### src/rtl/float_mul_issue.sv
// -----------------------------------------------------------------------------
// float_mul_issue
//
// Issue stage in front of a pipelined floating-point multiplier. Operand pairs
// arrive on a single AXI-Stream slave, are buffered in a small FIFO and are
// presented to the multiplier's two operand channels (a and b) in lockstep.
// A pair leaves the FIFO only when both operand channels accept it in the same
// cycle. The number of pairs issued to the multiplier but not yet retired is
// tracked and capped at MAX_INFLIGHT. The cap keeps the multiplier's result
// path from being overrun.
//
// Parameters
//   SIZE          operand width in bits (64 = IEEE-754 binary64)
//   DEPTH         operand-pair buffer entries, power of two, >= 2
//   MAX_INFLIGHT  maximum issued-but-unretired pairs, >= 1
//
// Ports
//   aclk             in   sole clock, rising edge
//   aresetn          in   synchronous active-low reset
//   s_axis_tdata     in   operand pair: a = [SIZE-1:0], b = [2*SIZE-1:SIZE]
//   s_axis_tvalid    in   operand pair valid
//   s_axis_tready    out  buffer has room (low while aresetn is low)
//   m_axis_a_tdata   out  operand a to the multiplier
//   m_axis_a_tvalid  out  operand a valid (always equal to m_axis_b_tvalid)
//   m_axis_a_tready  in   multiplier ready on channel a
//   m_axis_b_tdata   out  operand b to the multiplier
//   m_axis_b_tvalid  out  operand b valid
//   m_axis_b_tready  in   multiplier ready on channel b
//   result_fire      in   one-cycle pulse per multiplier result handshake
//   inflight         out  issued, unretired pair count
//   idle             out  buffer empty and nothing in flight
//   issued_count     out  (stats build only) issue events, 32-bit wrapping
//   retired_count    out  (stats build only) honoured retires, 32-bit wrapping
//
// Build option
//   FLOAT_MUL_ISSUE_STATS_EN  when defined, adds issued_count / retired_count.
//                             When undefined those ports and counters are absent
//                             and the rest of the behaviour is unchanged.
// -----------------------------------------------------------------------------

module float_mul_issue #(
    parameter int SIZE         = 64,
    parameter int DEPTH        = 4,
    parameter int MAX_INFLIGHT = 16
) (
    input  logic                              aclk,
    input  logic                              aresetn,

    input  logic [2*SIZE-1:0]                 s_axis_tdata,
    input  logic                              s_axis_tvalid,
    output logic                              s_axis_tready,

    output logic [SIZE-1:0]                   m_axis_a_tdata,
    output logic                              m_axis_a_tvalid,
    input  logic                              m_axis_a_tready,
    output logic [SIZE-1:0]                   m_axis_b_tdata,
    output logic                              m_axis_b_tvalid,
    input  logic                              m_axis_b_tready,

    input  logic                              result_fire,
    output logic [$clog2(MAX_INFLIGHT+1)-1:0] inflight,
`ifdef FLOAT_MUL_ISSUE_STATS_EN
    output logic [31:0]                       issued_count,
    output logic [31:0]                       retired_count,
`endif
    output logic                              idle
);

    // -------------------------------------------------------------------------
    // Derived widths and typed limits
    // -------------------------------------------------------------------------
    localparam int PW = (DEPTH > 1) ? $clog2(DEPTH) : 1;   // pointer width
    localparam int CW = $clog2(DEPTH + 1);                 // occupancy width
    localparam int IW = $clog2(MAX_INFLIGHT + 1);          // inflight width

    localparam logic [CW-1:0] DEPTH_C = CW'(DEPTH);
    localparam logic [IW-1:0] MAX_C   = IW'(MAX_INFLIGHT);

    // Elaboration-time parameter sanity checks.
    if (DEPTH < 2 || (DEPTH & (DEPTH - 1)) != 0) begin : g_bad_depth
        $error("float_mul_issue: DEPTH must be a power of two >= 2");
    end
    if (MAX_INFLIGHT < 1) begin : g_bad_max
        $error("float_mul_issue: MAX_INFLIGHT must be >= 1");
    end

    // -------------------------------------------------------------------------
    // State
    // -------------------------------------------------------------------------
    logic [2*SIZE-1:0] mem_q [DEPTH];   // whole pairs, a in the low half

    logic [PW-1:0] wr_ptr_q, wr_ptr_d;
    logic [PW-1:0] rd_ptr_q, rd_ptr_d;
    logic [CW-1:0] count_q,  count_d;
    logic [IW-1:0] inflight_q, inflight_d;

    // -------------------------------------------------------------------------
    // Handshake decode
    // -------------------------------------------------------------------------
    logic fifo_nonempty;
    logic below_limit;
    logic issue_valid;
    logic push;
    logic pop;
    logic retire;

    assign fifo_nonempty = (count_q != '0);
    assign below_limit   = (inflight_q < MAX_C);

    // Room is judged on registered occupancy only, so a same-cycle pop does
    // not open the input; this keeps s_axis_tready free of any path from the
    // multiplier's ready inputs. It is forced low while reset is applied.
    assign s_axis_tready = aresetn && (count_q < DEPTH_C);

    // Both operand channels share one valid; the in-flight cap gates it so a
    // full multiplier pipeline stalls issue without touching the buffer.
    assign issue_valid   = aresetn && fifo_nonempty && below_limit;

    assign push = s_axis_tvalid && s_axis_tready;

    // A pair is issued only when both channels take it in the same cycle; a
    // single ready on its own leaves the head, and therefore tdata, untouched.
    assign pop  = issue_valid && m_axis_a_tready && m_axis_b_tready;

    // A retire with nothing in flight is a stale pulse (for example from a
    // pair discarded by reset) and is dropped. A same-cycle issue makes a
    // retire legal even from zero, so the count nets out unchanged.
    assign retire = result_fire && ((inflight_q != '0) || pop);

    // -------------------------------------------------------------------------
    // Next-state logic
    // -------------------------------------------------------------------------
    always_comb begin
        // NOTE: every combinational output is defaulted first, so no path
        // through this block leaves a variable unassigned and no latch is
        // inferred.
        wr_ptr_d   = wr_ptr_q;
        rd_ptr_d   = rd_ptr_q;
        count_d    = count_q;
        inflight_d = inflight_q;

        // DEPTH is a power of two, so pointer increments wrap naturally.
        if (push) begin
            wr_ptr_d = wr_ptr_q + 1'b1;
        end
        if (pop) begin
            rd_ptr_d = rd_ptr_q + 1'b1;
        end

        unique case ({push, pop})
            2'b10:   count_d = count_q + 1'b1;
            2'b01:   count_d = count_q - 1'b1;
            default: count_d = count_q;     // idle, or push and pop together
        endcase

        unique case ({pop, retire})
            2'b10:   inflight_d = inflight_q + 1'b1;
            2'b01:   inflight_d = inflight_q - 1'b1;
            default: inflight_d = inflight_q;
        endcase
    end

    // -------------------------------------------------------------------------
    // Control registers (synchronous active-low reset)
    // -------------------------------------------------------------------------
    always_ff @(posedge aclk) begin
        // NOTE: sequential state uses non-blocking assignments only, so every
        // register samples the pre-edge value of every other register.
        if (!aresetn) begin
            wr_ptr_q   <= '0;
            rd_ptr_q   <= '0;
            count_q    <= '0;
            inflight_q <= '0;
        end else begin
            wr_ptr_q   <= wr_ptr_d;
            rd_ptr_q   <= rd_ptr_d;
            count_q    <= count_d;
            inflight_q <= inflight_d;
        end
    end

    // -------------------------------------------------------------------------
    // Pair storage
    // -------------------------------------------------------------------------
    // NOTE: the storage array has no reset. Occupancy and pointers define
    // which entries are meaningful, and leaving the array unreset lets it map
    // onto plain RAM or register files.
    always_ff @(posedge aclk) begin
        if (push) begin
            mem_q[wr_ptr_q] <= s_axis_tdata;
        end
    end

    // -------------------------------------------------------------------------
    // Optional statistics
    // -------------------------------------------------------------------------
`ifdef FLOAT_MUL_ISSUE_STATS_EN
    logic [31:0] issued_cnt_q;
    logic [31:0] retired_cnt_q;

    // 32-bit counters wrap on overflow; only honoured retires are counted.
    always_ff @(posedge aclk) begin
        if (!aresetn) begin
            issued_cnt_q  <= '0;
            retired_cnt_q <= '0;
        end else begin
            if (pop) begin
                issued_cnt_q <= issued_cnt_q + 32'd1;
            end
            if (retire) begin
                retired_cnt_q <= retired_cnt_q + 32'd1;
            end
        end
    end

    assign issued_count  = issued_cnt_q;
    assign retired_count = retired_cnt_q;
`endif

    // -------------------------------------------------------------------------
    // Outputs
    // -------------------------------------------------------------------------
    // The head entry is read straight from storage. It only changes on a pop,
    // so tdata is stable for as long as valid waits for both readies. While
    // valid is low the value is don't-care.
    logic [2*SIZE-1:0] head_pair;
    assign head_pair = mem_q[rd_ptr_q];

    assign m_axis_a_tdata  = head_pair[SIZE-1:0];
    assign m_axis_b_tdata  = head_pair[2*SIZE-1:SIZE];
    assign m_axis_a_tvalid = issue_valid;
    assign m_axis_b_tvalid = issue_valid;

    assign inflight = inflight_q;
    assign idle     = (count_q == '0) && (inflight_q == '0);

endmodule
### config.mk
export PLATFORM = sky130hd
export DESIGN_NAME = float_mul_issue
export DESIGN_NICKNAME = d
export VERILOG_FILES = /design/src/rtl/float_mul_issue.sv
export SDC_FILE = /design/constraint.sdc
export NUM_CORES = 1
export LEC_CHECK = 0
export ABC_CLOCK_PERIOD_IN_PS = 6550
export CAP_MARGIN = 40
export CORE_ASPECT_RATIO = 0.6
export CORE_MARGIN = 5
export CORE_UTILIZATION = 30
export DETAILED_ROUTE_END_ITERATION = 8
export SYNTH_ARGS = -nofsm -noshare
export SYNTH_HDL_FRONTEND = slang
export SYNTH_SLANG_ARGS = --single-unit
### constraint.sdc
create_clock -name aclk -period 6.55 [get_ports aclk]
set_input_delay 1.31 -clock aclk [delete_from_list [all_inputs] [get_ports aclk]]
set_output_delay 1.31 -clock aclk [all_outputs]
set_load 0.02 [all_outputs]
==> impl_metrics.py <==
metrics = {
    "placement": {
        "portBuffers": 270,
        "place_ws_ns": 2.15,
        "dp_hpwl_um": 23500,
        "place.gp.congestion": 0.708,
        "dp_cells": 1866,
        "place_area_um2": 23100,
    },
    "synth": {
        "syn_inst": 767,
        "synth_cell_types": 42,
        "syn_nets": 910,
        "syn_avg_cell_area_um2": 25.4,
        "synth_seq_cells": 526,
        "synth-warning-count": 0,
        "syn_area_um2": 19500,
        "ys_seq_area_frac": 0.804,
    },
    "clocking": {
        "cts_sinks": 526,
        "cts_hold_buf": 0,
        "clk_latency_ns": 0.58,
        "cts_setup_buffers": 0,
        "cts_tree": "yes",
        "cts_htree_levels": 2,
        "numCtsBuffers": 50,
        "cts.path.max_buffers": 3,
        "clkTransAtPathRegs_ns": 0.06,
        "post_cts_resized": 0,
        "clockRootBuffer": "clkbuf_16",
    },
    "power": {
        "p_leak_nw": 7.59,
        "power_mw": 7.30,
        "ir_drop_mv": 0.146,
        "power_density_nw_per_um2": 295,
    },
    "layout": {
        "stdcell_count": 1958,
        "final_common_cell": "edfxtp_1",
        "drive_gt1_frac": 0.203,
        "syn_to_final_growth_pct": 27.0,
        "num_antenna_cells": 0,
        "utilization": 0.385,
        "nFillCells": 5826,
        "final_cell_mix": "512 x edfxtp_1, 270 x clkdlybuf4s50_1, 128 x mux4_2, 53 x clkbuf_16",
        "fin_nets": 1210,
        "fin_area_um2": 24700,
    },
    "timing": {
        "setup_ws_ns": 2.13,
        "holdWs_ns": 0.482,
        "fin_worst_skew_ns": 0.0120,
        "tns_ns": 0,
        "fmax_mhz": 226,
        "worst_pin_slew_ns": 0.901,
        "hold_viol": 0,
        "rsz0062_at_grt": "false",
        "setup_viol": 0,
        "slew_headroom": 0.399,
        "min_period_ns": 4.42,
        "finalMaxSlewViolations": 0,
        "fin_crit_sh": 0.674,
    },
    "detailed_routing": {
        "firstDrtPassIters": 5,
        "wl_per_cell_um": 20.8,
        "drtIter0Drc": 598,
        "postRouteAntennaNets": 0,
        "routed_wl_um": 40700,
        "vias": 8967,
        "drc_errors": 0,
        "viasPerCell": 4.58,
    },
    "setup_path": {
        "startpoint_type": "register",
        "required_ns": 5.24,
        "critPathCaptureType": "primary output",
        "reg2reg_from": "inflight[4]",
        "cp_top_family": "buffers and inverters",
        "crit_fanout": 40,
        "cp.buffers_inverters": 2,
        "arrival_ns": 3.11,
        "crit_type": "reg2out",
        "critical_path.max_stage_delay_ns": 0.76,
        "crit_path_top_delay_cell": "dfxtp_4",
        "crit_chain": "buf_4 -> mux4_2 -> clkdlybuf4s50_1",
    },
    "global_routing": {
        "grt_pass1_vias": 9753,
        "track_usage": 0.115,
        "grt_max_degree": 129,
        "gr-total-overflow": 0,
        "grt_pass1_wl_um": 61800,
        "antenna_found_initial": 4,
    },
    "hold_path": {
        "hp-class": "reg2reg",
        "holdCritStartpoint": "rd_ptr_q[1]",
    },
    "die": {
        "die_w_um": 339,
        "core-area_um2": 64300,
        "die_area_um2": 70300,
        "std_cell_rows": 72,
        "die_h_um": 207,
        "initial_utilization": 0.303,
        "ioPinCount": 271,
    },
    "outcome": {
        "status": "completed",
    },
    "flow_run": {
        "cap_violations": 0,
    },
}
## power breakdown
group,switching [mW],internal [mW]
combinational,0.297,0.289
clock,1.20,1.69
sequential,0.0292,3.79
total,1.52,5.78
## area by class of cell
cell class	instances	area (um^2)	share of cell area
Inverter	8	30.0	0.00121
Clock buffer	67	1400	0.0565
Clock inverter	25	248	0.0100
Tap cell	851	1060	0.0430
Multi-Input combinational cell	200	3460	0.140
Sequential cell	526	15700	0.633
Timing Repair Buffer	281	2870	0.116
## sequential cells by signal (all words and copies together), names as in the netlist, named ones only
| register | cells |
|---|---|
| count_q | 3 |
| inflight | 5 |
| mem_q | 512 |
| rd_ptr_q | 2 |
| wr_ptr_q | 2 |
## cells in the mapped netlist, drive strengths merged
cell,number,share of area
o21ai,5,0.0013
nor3,2,0.00077
mux2i,4,0.0021
o21a,1,0.00039
fa,1,0.0010
xnor2,4,0.0018
nand2b,1,0.00032
nand3,2,0.00077
a21boi,2,0.00077
clkbuf,3,0.00058
a22oi,1,0.00039
o32ai,1,0.00084
mux4,128,0.15
a21oi,2,0.0011
dfxtp,14,0.014
and3,5,0.0016
a21o,1,0.00039
nor4b,1,0.00045
ha,8,0.0051
and2,7,0.0023
buf,30,0.017
nand2,8,0.0015
xor2,3,0.0017
nor2,3,0.00071
or3,3,0.00096
a31oi,2,0.00064
or2b,1,0.00039
nor2b,3,0.00096
inv,8,0.0015
edfxtp,512,0.79
and2b,1,0.00039
## routing by layer
metal,global-route usage,vias to the layer above,routed length (um)
li1,-,3877,-
met1,0.165,4775,19100
met2,0.171,257,18200
met3,0.0354,50,2820
met4,0.0263,8,603
met5,0,-,58
## kinds of logic (layout without fill, tap and decap cells)
| logic type | after synthesis | in the layout | share of synthesized area |
|---|---|---|---|
| muxes | 132 | 132 | 0.150 |
| AOI/OAI and AO/OA | 15 | 15 | 0.00578 |
| adders and majority gates | 9 | 9 | 0.00617 |
| and+or+nand+nor | 37 | 37 | 0.0112 |
| buffers and inverters | 41 | 381 | 0.0193 |
| DFF | 526 | 526 | 0.804 |
| xor gates and xnor gates | 7 | 7 | 0.00353 |
## final timing paths
kind                                           end  slack, ns  depth (start not counted)
worst min register to register            register       0.48                          1
worst max-delay path            m_axis_a_tdata[51]       2.13                          3
worst min-delay path                      register       0.48                          1
worst max register to register         inflight[4]       3.92                         12
(Power assumes the default switching activity.)
